$ cat src/rtl/alu_pkg.sv
// alu_pkg: definitions shared by the pipelined flag ALU and its bench.
//   - ALU_ADD..ALU_MUL : 3-bit operation codes
//   - state_t          : FSM encodings (S_IDLE / S_MUL / S_OUT), exposed on a debug port
//   - FLAG_*           : bit positions inside the packed NZCV flag vector
package alu_pkg;

  localparam logic [2:0] ALU_ADD = 3'b000;
  localparam logic [2:0] ALU_SUB = 3'b001;
  localparam logic [2:0] ALU_AND = 3'b010;
  localparam logic [2:0] ALU_OR  = 3'b011;
  localparam logic [2:0] ALU_XOR = 3'b100;
  localparam logic [2:0] ALU_SHL = 3'b101;
  localparam logic [2:0] ALU_SHR = 3'b110;
  localparam logic [2:0] ALU_MUL = 3'b111;

  typedef enum logic [1:0] {
    S_IDLE = 2'd0,
    S_MUL  = 2'd1,
    S_OUT  = 2'd2
  } state_t;

  localparam int FLAG_N = 3;
  localparam int FLAG_Z = 2;
  localparam int FLAG_C = 1;
  localparam int FLAG_V = 0;

endpackage

$ cat src/rtl/alu_pipe_flags_if.sv
// alu_pipe_flags_if: operand/result bus between operand fetch, the ALU and
// writeback.
//   Request : InValid, InReady, OperA, OperB, ALU_Code
//   Response: OutValid, OutReady, Result, Zero, Negative, Carry, Overflow,
//             Busy, IllegalOp
// Handshake: a transfer happens on a rising edge where valid and ready are
// both 1. The producer holds valid and its payload steady until that edge;
// ready may depend combinationally on the opposite side's ready, never on valid.
// modport slave is the ALU side, modport master is the stage driving it.
interface alu_pipe_flags_if #(
  parameter int WIDTH = 32
);
  logic             InValid;
  logic             InReady;
  logic [WIDTH-1:0] OperA;
  logic [WIDTH-1:0] OperB;
  logic [2:0]       ALU_Code;
  logic             OutValid;
  logic             OutReady;
  logic [WIDTH-1:0] Result;
  logic             Zero;
  logic             Negative;
  logic             Carry;
  logic             Overflow;
  logic             Busy;
  logic             IllegalOp;

  modport slave (
    input  InValid, OperA, OperB, ALU_Code, OutReady,
    output InReady, OutValid, Result, Zero, Negative, Carry, Overflow, Busy, IllegalOp
  );

  modport master (
    output InValid, OperA, OperB, ALU_Code, OutReady,
    input  InReady, OutValid, Result, Zero, Negative, Carry, Overflow, Busy, IllegalOp
  );
endinterface

$ cat src/rtl/alu_mul_iter.sv
// alu_mul_iter: iterative shift-add unsigned multiplier, one multiplier bit
// per cycle. Only built when ALU_MUL_EN is defined.
//   clk, rst  : clock, synchronous active-high reset (aborts a product)
//   start_i   : capture a_i/b_i and begin; ignored while running
//   a_i, b_i  : operands
//   done_o    : high during the last of WIDTH busy cycles
//   product_o : full 2*WIDTH product, valid while done_o is high
`ifdef ALU_MUL_EN
module alu_mul_iter #(
  parameter int WIDTH = 32
) (
  input  logic               clk,
  input  logic               rst,
  input  logic               start_i,
  input  logic [WIDTH-1:0]   a_i,
  input  logic [WIDTH-1:0]   b_i,
  output logic               done_o,
  output logic [2*WIDTH-1:0] product_o
);
  localparam int CW = $clog2(WIDTH);

  logic               busy_q;
  logic [CW-1:0]      cnt_q;
  logic [2*WIDTH-1:0] mcand_q;
  logic [2*WIDTH-1:0] acc_q;
  logic [2*WIDTH-1:0] acc_d;
  logic [WIDTH-1:0]   mplier_q;

  // Partial sum for the bit being retired this cycle; on the final cycle it is
  // already the complete product, so it is exported directly.
  assign acc_d     = acc_q + (mplier_q[0] ? mcand_q : '0);
  assign done_o    = busy_q & (cnt_q == CW'(WIDTH - 1));
  assign product_o = acc_d;

  always_ff @(posedge clk) begin
    if (rst) begin
      busy_q   <= 1'b0;
      cnt_q    <= '0;
      mcand_q  <= '0;
      acc_q    <= '0;
      mplier_q <= '0;
    end else if (start_i && !busy_q) begin
      busy_q   <= 1'b1;
      cnt_q    <= '0;
      mcand_q  <= {{WIDTH{1'b0}}, a_i};
      acc_q    <= '0;
      mplier_q <= b_i;
    end else if (busy_q) begin
      acc_q    <= acc_d;
      mcand_q  <= mcand_q << 1;
      mplier_q <= mplier_q >> 1;
      cnt_q    <= cnt_q + 1'b1;
      if (done_o) busy_q <= 1'b0;
    end
  end
endmodule
`endif

$ cat src/rtl/alu_pipe_flags.sv
// alu_pipe_flags: handshaked ALU with registered Result and NZCV flags.
// Single-cycle ops are ready one cycle after accept; the output register holds
// the result through writeback stalls.
//   clk, rst    : clock, synchronous active-high reset
//   bus (slave) : operand/op request and result/flag response, see
//                 alu_pipe_flags_if
//   dbg_state_o : current FSM state (state_t encoding)
// Build option ALU_MUL_EN: adds the iterative multiplier (WIDTH busy cycles).
// Without it op 111 completes at once with Result=0, Z=1 and IllegalOp=1.
module alu_pipe_flags
  import alu_pkg::*;
#(
  parameter int WIDTH = 32,
  parameter int SHW   = $clog2(WIDTH)
) (
  input  logic clk,
  input  logic rst,
  alu_pipe_flags_if.slave bus,
  output logic [1:0] dbg_state_o
);
  state_t state_q, state_d;

  logic [WIDTH-1:0]   res_q, res_d;
  logic [3:0]         flags_q, flags_d;
  logic               ill_q, ill_d;
  logic               accept, go_mul, mul_done;
  logic [2*WIDTH-1:0] mul_prod;
  logic               load, c_sel, v_sel;
  logic               in_ready, out_valid, busy;

  logic [SHW-1:0]     shamt;
  logic [WIDTH:0]     sum_w, dif_w, shl_w, shr_w;
  logic [WIDTH-1:0]   alu_r;
  logic               alu_c, alu_v, alu_ill;

  assign accept = bus.InValid & in_ready;

`ifdef ALU_MUL_EN
  assign go_mul = (bus.ALU_Code == ALU_MUL);

  alu_mul_iter #(.WIDTH(WIDTH)) u_mul (
    .clk       (clk),
    .rst       (rst),
    .start_i   (accept & go_mul),
    .a_i       (bus.OperA),
    .b_i       (bus.OperB),
    .done_o    (mul_done),
    .product_o (mul_prod)
  );
`else
  assign go_mul   = 1'b0;
  assign mul_done = 1'b0;
  assign mul_prod = '0;
`endif

  // Single-cycle datapath. The extra top bit of each intermediate carries C;
  // for right shifts a guard bit below the LSB catches the last bit shifted out.
  assign shamt = bus.OperB[SHW-1:0];
  assign sum_w = {1'b0, bus.OperA} + {1'b0, bus.OperB};
  assign dif_w = {1'b0, bus.OperA} + {1'b0, ~bus.OperB} + (WIDTH+1)'(1);
  assign shl_w = {1'b0, bus.OperA} << shamt;
  assign shr_w = {bus.OperA, 1'b0} >> shamt;

  always_comb begin
    alu_r   = '0;
    alu_c   = 1'b0;
    alu_v   = 1'b0;
    alu_ill = 1'b0;
    case (bus.ALU_Code)
      ALU_ADD: begin
        alu_r = sum_w[WIDTH-1:0];
        alu_c = sum_w[WIDTH];
        alu_v = (bus.OperA[WIDTH-1] == bus.OperB[WIDTH-1]) & (alu_r[WIDTH-1] != bus.OperA[WIDTH-1]);
      end
      ALU_SUB: begin
        alu_r = dif_w[WIDTH-1:0];
        alu_c = dif_w[WIDTH];
        alu_v = (bus.OperA[WIDTH-1] != bus.OperB[WIDTH-1]) & (alu_r[WIDTH-1] != bus.OperA[WIDTH-1]);
      end
      ALU_AND: alu_r = bus.OperA & bus.OperB;
      ALU_OR:  alu_r = bus.OperA | bus.OperB;
      ALU_XOR: alu_r = bus.OperA ^ bus.OperB;
      ALU_SHL: begin
        alu_r = shl_w[WIDTH-1:0];
        alu_c = shl_w[WIDTH];
      end
      ALU_SHR: begin
        alu_r = shr_w[WIDTH:1];
        alu_c = shr_w[0];
      end
      // Reached for op 111 only when the multiplier is compiled out.
      default: alu_ill = 1'b1;
    endcase
  end

  // Output register load: multiplier completion or a single-cycle accept.
  // They never coincide because nothing is accepted while in S_MUL.
  always_comb begin
    res_d   = res_q;
    flags_d = flags_q;
    ill_d   = ill_q;
    load    = 1'b0;
    c_sel   = 1'b0;
    v_sel   = 1'b0;
    if (mul_done) begin
      load  = 1'b1;
      res_d = mul_prod[WIDTH-1:0];
      c_sel = |mul_prod[2*WIDTH-1:WIDTH];
      ill_d = 1'b0;
    end else if (accept && !go_mul) begin
      load  = 1'b1;
      res_d = alu_r;
      c_sel = alu_c;
      v_sel = alu_v;
      ill_d = alu_ill;
    end
    if (load) begin
      flags_d[FLAG_N] = res_d[WIDTH-1];
      flags_d[FLAG_Z] = ~|res_d;
      flags_d[FLAG_C] = c_sel;
      flags_d[FLAG_V] = v_sel;
    end
  end

  always_ff @(posedge clk) begin
    if (rst) begin
      res_q   <= '0;
      flags_q <= '0;
      ill_q   <= 1'b0;
    end else begin
      res_q   <= res_d;
      flags_q <= flags_d;
      ill_q   <= ill_d;
    end
  end

  // FSM: state register
  always_ff @(posedge clk) begin
    if (rst) state_q <= S_IDLE;
    else     state_q <= state_d;
  end

  // FSM: next state
  always_comb begin
    state_d = state_q;
    case (state_q)
      S_IDLE: if (accept) state_d = go_mul ? S_MUL : S_OUT;
      S_MUL:  if (mul_done) state_d = S_OUT;
      S_OUT: begin
        if (bus.OutReady) begin
          if (bus.InValid) state_d = go_mul ? S_MUL : S_OUT;
          else             state_d = S_IDLE;
        end
      end
      default: state_d = S_IDLE;
    endcase
  end

  // FSM: outputs. Ready while draining lets a new op issue back-to-back.
  always_comb begin
    in_ready  = (state_q == S_IDLE) | ((state_q == S_OUT) & bus.OutReady);
    out_valid = (state_q == S_OUT);
`ifdef ALU_MUL_EN
    busy      = (state_q == S_MUL);
`else
    busy      = 1'b0;
`endif
  end

  assign bus.InReady   = in_ready;
  assign bus.OutValid  = out_valid;
  assign bus.Busy      = busy;
  assign bus.Result    = res_q;
  assign bus.Negative  = flags_q[FLAG_N];
  assign bus.Zero      = flags_q[FLAG_Z];
  assign bus.Carry     = flags_q[FLAG_C];
  assign bus.Overflow  = flags_q[FLAG_V];
  assign bus.IllegalOp = ill_q;
  assign dbg_state_o   = state_q;

endmodule
$ cat src/flat_wrapper.sv
// flat-port wrapper written by rule: the top's interface ports become plain ports
module alu_pipe_flags_flat import alu_pkg::*;
#(
  parameter int WIDTH = 32,
  parameter int SHW   = $clog2(WIDTH)
)
  (clk, rst, dbg_state_o, bus_InValid, bus_OperA, bus_OperB, bus_ALU_Code, bus_OutReady, bus_InReady, bus_OutValid, bus_Result, bus_Zero, bus_Negative, bus_Carry, bus_Overflow, bus_Busy, bus_IllegalOp);
  alu_pipe_flags_if #(.WIDTH(WIDTH)) bus_i ();
  input  logic clk;
  input  logic rst;
  output logic [1:0] dbg_state_o;
  input wire logic [$bits(bus_i.InValid)-1:0] bus_InValid;
  input wire logic [$bits(bus_i.OperA)-1:0] bus_OperA;
  input wire logic [$bits(bus_i.OperB)-1:0] bus_OperB;
  input wire logic [$bits(bus_i.ALU_Code)-1:0] bus_ALU_Code;
  input wire logic [$bits(bus_i.OutReady)-1:0] bus_OutReady;
  output wire logic [$bits(bus_i.InReady)-1:0] bus_InReady;
  output wire logic [$bits(bus_i.OutValid)-1:0] bus_OutValid;
  output wire logic [$bits(bus_i.Result)-1:0] bus_Result;
  output wire logic [$bits(bus_i.Zero)-1:0] bus_Zero;
  output wire logic [$bits(bus_i.Negative)-1:0] bus_Negative;
  output wire logic [$bits(bus_i.Carry)-1:0] bus_Carry;
  output wire logic [$bits(bus_i.Overflow)-1:0] bus_Overflow;
  output wire logic [$bits(bus_i.Busy)-1:0] bus_Busy;
  output wire logic [$bits(bus_i.IllegalOp)-1:0] bus_IllegalOp;
  assign bus_i.InValid = bus_InValid;
  assign bus_i.OperA = bus_OperA;
  assign bus_i.OperB = bus_OperB;
  assign bus_i.ALU_Code = bus_ALU_Code;
  assign bus_i.OutReady = bus_OutReady;
  assign bus_InReady = bus_i.InReady;
  assign bus_OutValid = bus_i.OutValid;
  assign bus_Result = bus_i.Result;
  assign bus_Zero = bus_i.Zero;
  assign bus_Negative = bus_i.Negative;
  assign bus_Carry = bus_i.Carry;
  assign bus_Overflow = bus_i.Overflow;
  assign bus_Busy = bus_i.Busy;
  assign bus_IllegalOp = bus_i.IllegalOp;
  alu_pipe_flags #(.WIDTH(WIDTH), .SHW(SHW)) u_core (.clk(clk), .rst(rst), .bus(bus_i), .dbg_state_o(dbg_state_o));
endmodule
$ cat config.mk
export PLATFORM = sky130hd
export DESIGN_NAME = alu_pipe_flags_flat
export DESIGN_NICKNAME = d
export VERILOG_FILES = /design/src/rtl/alu_pkg.sv /design/src/rtl/alu_pipe_flags_if.sv /design/src/rtl/alu_mul_iter.sv /design/src/rtl/alu_pipe_flags.sv /design/src/flat_wrapper.sv
export SDC_FILE = /design/constraint.sdc
export NUM_CORES = 1
export LEC_CHECK = 0
export CAP_MARGIN = 20
export CORE_ASPECT_RATIO = 1.25
export CORE_MARGIN = 3
export CORE_UTILIZATION = 51
export CTS_BUF_LIST = sky130_fd_sc_hd__clkbuf_8
export CTS_CLUSTER_DIAMETER = 100
export DETAILED_ROUTE_END_ITERATION = 7
export HOLD_SLACK_MARGIN = 0.03
export PLACE_DENSITY = 0.79
export SLEW_MARGIN = 20
export SYNTH_ARGS = -nofsm -noshare
export SYNTH_HDL_FRONTEND = slang
export SYNTH_SLANG_ARGS = --single-unit
$ cat constraint.sdc
create_clock -name clk -period 4.7 [get_ports clk]
set_input_delay 0.94 -clock clk [delete_from_list [all_inputs] [get_ports clk]]
set_output_delay 0.94 -clock clk [all_outputs]
set_load 0.02 [all_outputs]
==> summary.md, run 1 <==
| Metric | Value |
|---|---|
| Synth warn | 0 |
| Area of the multi-input gates | 8780 um2 |
| Share of layout cells above drive strength 1 | 0.212 |
| Hold Path Depth | 2 |
| Register Area | between 700 and 800 um2 |
| Die width | between 100 and 150 um |
| Antenna diodes | 0 |
| FF-to-FF End | u_core.flags_q[2]$_SDFFE_PP0P_ |
| Placer Congestion | between 1 and 1.5 |
| Register area share after synthesis | 0.0733 |
| CTS Buf Count | 5 |
| Status | complete, but fails checks |
| Remaining antenna violation count | 0 |
| Worst Setup Start Kind | primary input |
| Row count | 57 |
| Die Y-Extent | ~170 um |
| Fmax | approximately 0.22 GHz |
| Max Cap Viol | 0 |
| PwrDens | approximately 180 nW/um2 |
| RSZ-0062 raised after global routing | false |
| Min cycle time layout | 4.63 ns |
| Drt initial violations | approximately 1900 |
| DRC viols | 2 |
| Final setup viols | 0 |
| Hold EP | u_core.flags_q[3]$_SDFFE_PP0P_ |
| Final design utilization | 0.692 |
| Core box area | slightly below 20000 um2 |
| Crit path DAT | between 4 and 5 ns |
| Worst Path Required | approximately 4.9 ns |
| Fin. Hold Viols | 0 |
| VDD IR max | about 0.00011 V |
| Vias per cell | roughly 6.8 |
| Post-DP HPWL | between 40000 and 50000 um |
| Mean post-synth cell area | between 6 and 7 um2 |
| Clk Latency, worst-skew pair | around 0.34 ns |
| Routed WL per cell | between 20 and 30 um |
| Post-Route WL | roughly 52000 um |
| Cell Area, Synth | about 10000 um2 |
| Crit end category | register |
| Hold Buf Count CTS | 0 |
| Setup CP Type | in -> reg |
| DIE AREA | ~22000 um2 |
| Skew final | between 0.01 and 0.015 ns |
| Gr usage total | 0.454 |
| # clock sinks | 38 |
| Port Buffer Count | 110 |
| Slew Viols, Final | 0 |
| H-tree lvl count | 2 |
| Initial core utilization | 0.527 |
| Hold WS | 0.474 ns |
| R2r startpoint | u_core.dbg_state_o[1]$_SDFFE_PP0P_ |
| Vias in the first global route | around 13000 |
| Post-synth EDFFs | 0 |
| Worst slew margin | 0.332 |
| First-pass GRT wire length | 77100 um |
| Worst slew pin tran | approximately 1 ns |
| Cell count after synthesis | 1483 |
| Initial antenna violation count | 0 |
| Top Family by Delay on Critical Path | compound AO/OA/AOI/OAI gates |
| Flops & latches, synth | 38 |
| Fill cells | between 1500 and 2000 |
| Dominant synthesized flop cell | dfxtp_1 |
| Buf+Inv Stages, Crit Path | 5 |
| Total number of vias | approximately 14000 |
| Grt total ovfl | 0 |
| NumNets Final | roughly 1900 |
| CTS tree | built |
| Final period util | 0.985 |
| Crit-path cells | clkdlybuf4s50_1 -> inv_1 -> ha_1 -> inv_1 -> fa_2 -> nand2b_4 -> a2111oi_4 -> o21ai_2 -> nor4_1 -> buf_4 -> o21ai_1 -> o41a_1 -> o31ai_4 -> buf_4 -> a21oi_2 -> o21ai_2 -> or3_1 -> a32oi_2 -> o31ai_2 |
| Io pins | about 110 |
| Min-delay worst type | reg -> reg |
| Violated checks | DRC |
| Reg2reg setup slack | around 1.2 ns |
| Yosys cell types | 96 |
| TNS Setup | 0 ns |
| Area delta synth->final | 31.3% |
| Root Buffer | clkbuf_8 |
| R2R cell count | 14 |
| Critical path peak fanout | 4 |
| Tot Pwr | approximately 2.4 mW |
| CTS clk-pin slew, worst paths | about 0.09 ns |
| Pin count of the biggest net entering global routing | 64 |
| Clock Tree Buf Depth | 2 |
| Initial DRT Pass Iterations | 8 |
| Worst hold start | u_core.flags_q[3]$_SDFFE_PP0P_ |
| Ys async rst share | 0 |
| Critical path's slowest cell | o41a_1 |
| Lkg Pwr | between 5 and 6 nW |
| Slowest cell delay on critical path | about 0.5 ns |
-- layout make-up --
class / instances / area share
tap: 265 / 0.0243
sequential: 38 / 0.0559
multi-input combinational: 1227 / 0.645
clock inverter: 3 / 0.00331
clock buffer: 5 / 0.00505
timing repair buffer: 386 / 0.238
inverter: 103 / 0.0284
-- worst min-delay path: cells and delay by family (launching register included) --
kind               cells  cell delay (ns)
AOI/OAI and AO/OA      1             0.06
and+or+nand+nor        1             0.05
DFF                    1             0.32
-- cell usage in the layout (no fill, tap or decap), types with 10 or more instances in the layout --
master	instances
o221ai_1	15
nor4_1	18
nor2b_1	20
nor2_1	147
clkdlybuf4s50_1	106
nand2_1	141
a31oi_1	15
o31ai_1	17
a221oi_1	23
ha_1	106
mux2i_1	53
a21oi_1	132
and2_1	10
o22ai_1	26
a22oi_1	10
dfxtp_1	38
nand2b_1	13
o21ai_0	60
xnor2_1	25
nand3_1	26
o21ai_1	15
inv_1	95
o2111ai_1	11
a211oi_1	35
mux2_2	17
mux4_2	16
buf_4	270
o211ai_1	29
a21o_1	11
nor3_1	34
nand4_1	11
-- flip-flops by register name, summed over array words and instances, names as in the netlist --
signal and cells:
u_core.bus.IllegalOp 1, u_core.flags_q 4, u_core.dbg_state_o 1, u_core.bus.Result 32
-- Yosys cell counts, types with 26 or more instances --
cell	instances	area share
a211oi_1	36	0.026
nand3_1	26	0.013
o22ai_1	26	0.016
dfxtp_1	38	0.073
o211ai_1	29	0.021
nand2_1	142	0.051
buf_2	29	0.014
inv_1	95	0.034
ha_1	106	0.13
a21oi_1	134	0.065
nor2_1	147	0.053
mux2i_1	53	0.051
clkbuf_1	63	0.023
o21ai_0	61	0.029
nor3_1	34	0.016
-- how the worst max path moves through the flow --
stage	slack (ns)	cells after the start	from	end
2_1_floorplan	0.11	16	bus_OperB[3]	u_core.flags_q[2]$_SDFFE_PP0P_
3_3_place_gp	-0.21	19	bus_OperA[0]	u_core.flags_q[2]$_SDFFE_PP0P_
3_5_place_dp	-0.30	19	bus_OperA[0]	u_core.flags_q[2]$_SDFFE_PP0P_
4_1_cts	0.03	19	bus_OperA[0]	u_core.flags_q[2]$_SDFFE_PP0P_
5_1_grt	0.004	17	bus_OperA[0]	u_core.flags_q[2]$_SDFFE_PP0P_
6_report	0.07	19	bus_OperA[0]	u_core.flags_q[2]$_SDFFE_PP0P_
-- power by group --
group          internal (mW)  switching [mW]  total, mW
combinational          0.726            1.00       1.73
clock                  0.159           0.171      0.330
sequential             0.346          0.0200      0.366
total                   1.23            1.19       2.42
-- logic make-up (layout without fill, tap and decap cells) --
group                      Yosys count  in the layout  synth area share
AOI/OAI and AO/OA                  519            519             0.346
xor gates and xnor gates            26             26            0.0219
adders and majority gates          108            108             0.132
buffers and inverters              219            497            0.0909
DFF                                 38             38            0.0733
muxes                               98             98             0.120
other                                1              2          0.000361
and+or+nand+nor                    474            474             0.215
-- metal layers --
metal | GRT usage | routed length (um) | vias to the layer above
met5 | 0 | 0 | -
met2 | 0.729 | 23000 | 1068
met4 | 0.404 | 5720 | 0
met1 | 0.516 | 18200 | 6308
li1 | - | - | 6107
met3 | 0.0855 | 5000 | 295
-- through the flow --
stage / instances / setup slack, ns / instance area (um2)
after floorplan: 1484 / 0.112 / 10400
after global placement: 2017 / -0.210 / 13400
after detailed placement: 2017 / -0.303 / 13400
final: 2027 / 0.0699 / 13600
after global routing: 2027 / 0.00423 / 13600
after CTS: 2025 / 0.0323 / 13500
-- what timing repair did --
action,in CTS,in global routing
setup endpoints to repair,0,3
gates resized for setup,0,19
setup buffers,0,2
No activity file was read; power rests on OpenSTA's default activity.
==> run 2: changes to the inputs <==
--- a/config.mk
+++ b/config.mk
@@ -11,6 +11,7 @@
 export CORE_UTILIZATION = 51
 export CTS_BUF_LIST = sky130_fd_sc_hd__clkbuf_8
 export CTS_CLUSTER_DIAMETER = 100
+export CTS_CLUSTER_SIZE = 16
 export DETAILED_ROUTE_END_ITERATION = 7
 export HOLD_SLACK_MARGIN = 0.03
 export PLACE_DENSITY = 0.79
==> results of run 2 <==
Same layout as run 1: the final DEF is identical, and so are final timing and power.
==> run 3: changes to the inputs <==
--- a/config.mk
+++ b/config.mk
@@ -15,7 +15,7 @@
 export DETAILED_ROUTE_END_ITERATION = 7
 export HOLD_SLACK_MARGIN = 0.03
 export PLACE_DENSITY = 0.79
-export SLEW_MARGIN = 20
 export SYNTH_ARGS = -nofsm -noshare
 export SYNTH_HDL_FRONTEND = slang
+export SYNTH_HIERARCHICAL = 1
 export SYNTH_SLANG_ARGS = --single-unit
==> run 3 against run 2 <==
The flow now finishes without violations. Routed wire length up 15%. Synthesized area grew 4.8%. Register-to-register slack improved by 0.19 ns.
==> summary.md, run 3 <==
| Metric | Value |
|---|---|
| Seq pwr share | 0.146 |
| Top cell type's share of synthesized area | 0.122 |
| Hold Path Depth | 2 |
| Placer Congestion | around 1.2 |
| Max FFs per register | 32 |
| Routed WL per cell | around 29 um |
| Core box area | approximately 21000 um2 |
| Max Cap Viol | 0 |
| Critical path peak fanout | 6 |
| Sw power | about 1.2 mW |
| Most common cell after layout, fill and taps aside | buf_4 |
| Status | completed |
| First-pass GRT wire length | around 87000 um |
| Post-Route WL | approximately 60000 um |
| Remaining antenna violation count | 0 |
| Slew Viols, Final | 0 |
| Dominant synthesized flop cell | dfxtp_1 |
| Share of layout cells above drive strength 1 | 0.199 |
| Fmax | 0.213 GHz |
| Ys async rst share | 0 |
| Initial antenna violation count | 0 |
| CTS clk-pin slew, worst paths | about 0.080 ns |
| Synth warn | 6 |
| Worst slew pin tran | around 1.1 ns |
| Drt initial violations | roughly 2500 |
| Mean post-synth cell area | between 7 and 8 um2 |
| Die Y-Extent | about 170 um |
| Clock power share | 0.133 |
| Clk Latency, worst-skew pair | about 0.3 ns |
| Gate power share | 0.721 |
| Final design utilization | 0.670 |
| Die width | approximately 140 um |
| NumNets Final | between 1500 and 2000 |
| Post-synth EDFFs | 0 |
| Most frequent cells in the layout | buf_4 (245), nor2_1 (171), nand2_1 (149) |
| Cell Area, Synth | between 10000 and 15000 um2 |
| Yosys cell types | 84 |
| Root Buffer | clkbuf_8 |
| # clock sinks | 38 |
| Pint | between 1 and 1.5 mW |
| Antenna diodes | 0 |
| Hold Buf Count CTS | 0 |
| PwrDens | 180 nW/um2 |
| Lkg Pwr | approximately 6.0 nW |
| Flops & latches, synth | 38 |
| Crit end category | register |
| VDD IR max | ~0.00021 V |
| CTS tree | built |
| DIE AREA | about 23000 um2 |
| Register area share after synthesis | 0.0699 |
| Grt total ovfl | 0 |
| Reg2reg setup slack | roughly 1.3 ns |
| Hold WS | 0.457 ns |
| Fin. Hold Viols | 0 |
| Io pins | approximately 110 |
| Initial core utilization | 0.521 |
| DRC viols | 0 |
| Row count | between 50 and 60 |
| Commonest cells post-synth | nor2_1 (171), nand2_1 (150), a21oi_1 (147) |
| Min-delay worst type | reg -> reg |
| Yosys top cell by area | ha_1 |
| Clock Tree Buf Depth | 2 |
| Final setup viols | 0 |
| Vias per cell | a little over 7 |
| Fill cells | 1843 |
| Crit path DAT | a little under 5 ns |
| Worst slew margin | 0.269 |
| Worst hold start | u_core/bus.Result[4]$_SDFF_PP0_ |
| Top post-synthesis cells by area | ha_1 (12%), dfxtp_1 (7.0%), a21oi_1 (6.8%) |
| Area delta synth->final | 28.6% |
| Vias in the first global route | ~14000 |
| Worst Path Required | approximately 5 ns |
| Initial DRT Pass Iterations | 7 |
| Setup CP Type | in -> reg |
| FF-to-FF End | u_core/flags_q[2]$_SDFFE_PP0P_ |
| R2r startpoint | u_core/dbg_state_o[1]$_SDFFE_PP0P_ |
| Cell count after synthesis | approximately 1500 |
| Worst Setup Start Kind | primary input |
| Skew final | 0.00837 ns |
| Post-DP HPWL | 48200 um |
| Hold EP | u_core/bus.Result[4]$_SDFF_PP0_ |
| Total number of vias | about 15000 |
| Final period util | 0.999 |
| Pin count of the biggest net entering global routing | 60 |
| Count leader, synth | nor2_1 |
| H-tree lvl count | 2 |
| Port Buffer Count | 110 |
| R2R cell count | 13 |
| Net Sw Frac | 0.490 |
| Gr usage total | 0.500 |
| Min cycle time layout | 4.70 ns |
| CTS Buf Count | 5 |
run 3: power by group through the flow:
stage                     registers (mW)  logic, mW  clock network (mW)
after detailed placement           0.374       1.71                   0
after floorplan                    0.397      0.894                   0
after global routing               0.369       1.88               0.350
after CTS                          0.367       1.72               0.338
final                              0.368       1.82               0.334
after global placement             0.373       1.70                   0
run 3: worst max-delay path by stage:
| stage | endpoint | startpoint | slack (ns) | depth (start not counted) |
|---|---|---|---|---|
| 3_5_place_dp | u_core/flags_q[2]$_SDFFE_PP0P_ | bus_OperA[3] | -0.22 | 17 |
| 3_3_place_gp | u_core/flags_q[2]$_SDFFE_PP0P_ | bus_OperA[12] | -0.23 | 16 |
| 2_1_floorplan | u_core/flags_q[2]$_SDFFE_PP0P_ | bus_OperB[2] | 0.03 | 18 |
| 4_1_cts | u_core/flags_q[2]$_SDFFE_PP0P_ | bus_OperA[3] | 0.07 | 17 |
| 6_report | u_core/flags_q[2]$_SDFFE_PP0P_ | bus_OperA[18] | 0.002 | 16 |
| 5_1_grt | u_core/flags_q[2]$_SDFFE_PP0P_ | bus_OperA[3] | -0.003 | 16 |
run 3: routing by layer:
layer	track usage	wire length (um)
met3	0.161	8420
met2	0.763	25300
met1	0.571	19700
met4	0.395	6280
met5	0	0
run 3: critical path, cell delays in order:
cell and delay (ns):
clkdlybuf4s50_1 0.51, inv_1 0.21, ha_1 0.45, buf_4 0.20, a21oi_1 0.18, o21ai_0 0.13
a21oi_1 0.29, o21ai_0 0.20, nor2_1 0.27, o21ai_1 0.14, buf_4 0.16, mux2i_1 0.23
nor2_1 0.07, a221oi_1 0.33, or4b_1 0.49, o21ai_1 0.12
run 3: layout make-up:
cell class	count	area (um2)	area share
Sequential cell	38	761	0.0544
Clock inverter	3	68.8	0.00492
Inverter	105	394	0.0282
Multi-Input combinational cell	1292	9270	0.662
Tap cell	274	343	0.0245
Timing Repair Buffer	363	3090	0.221
Clock buffer	5	68.8	0.00492
run 3: kinds of logic after synthesis:
group           synth area share
simple gates               0.226
compound gates             0.322
buf+inv                   0.0826
mux                        0.156
fa+ha+maj                  0.126
flops                     0.0699
xor+xnor                  0.0177
other cells             0.000345
run 3: per-stage QoR:
step	TNS, ns	std cells	setup WS (ns)	area (um2)	total power [mW]
floorplan	0	1547	0.0285	10900	1.29
global placement	-0.230	2071	-0.230	13800	2.07
detailed placement	-0.224	2071	-0.224	13800	2.08
CTS	0	2079	0.0684	13900	2.42
global route	-0.00276	2080	-0.00276	14000	2.60
finish	0	2080	0.00235	14000	2.52
run 3: what timing repair did:
item | CTS | global route
resized for setup | 0 | 11
setup endpoints to repair | 0 | 1
buffers inserted | 0 | 1
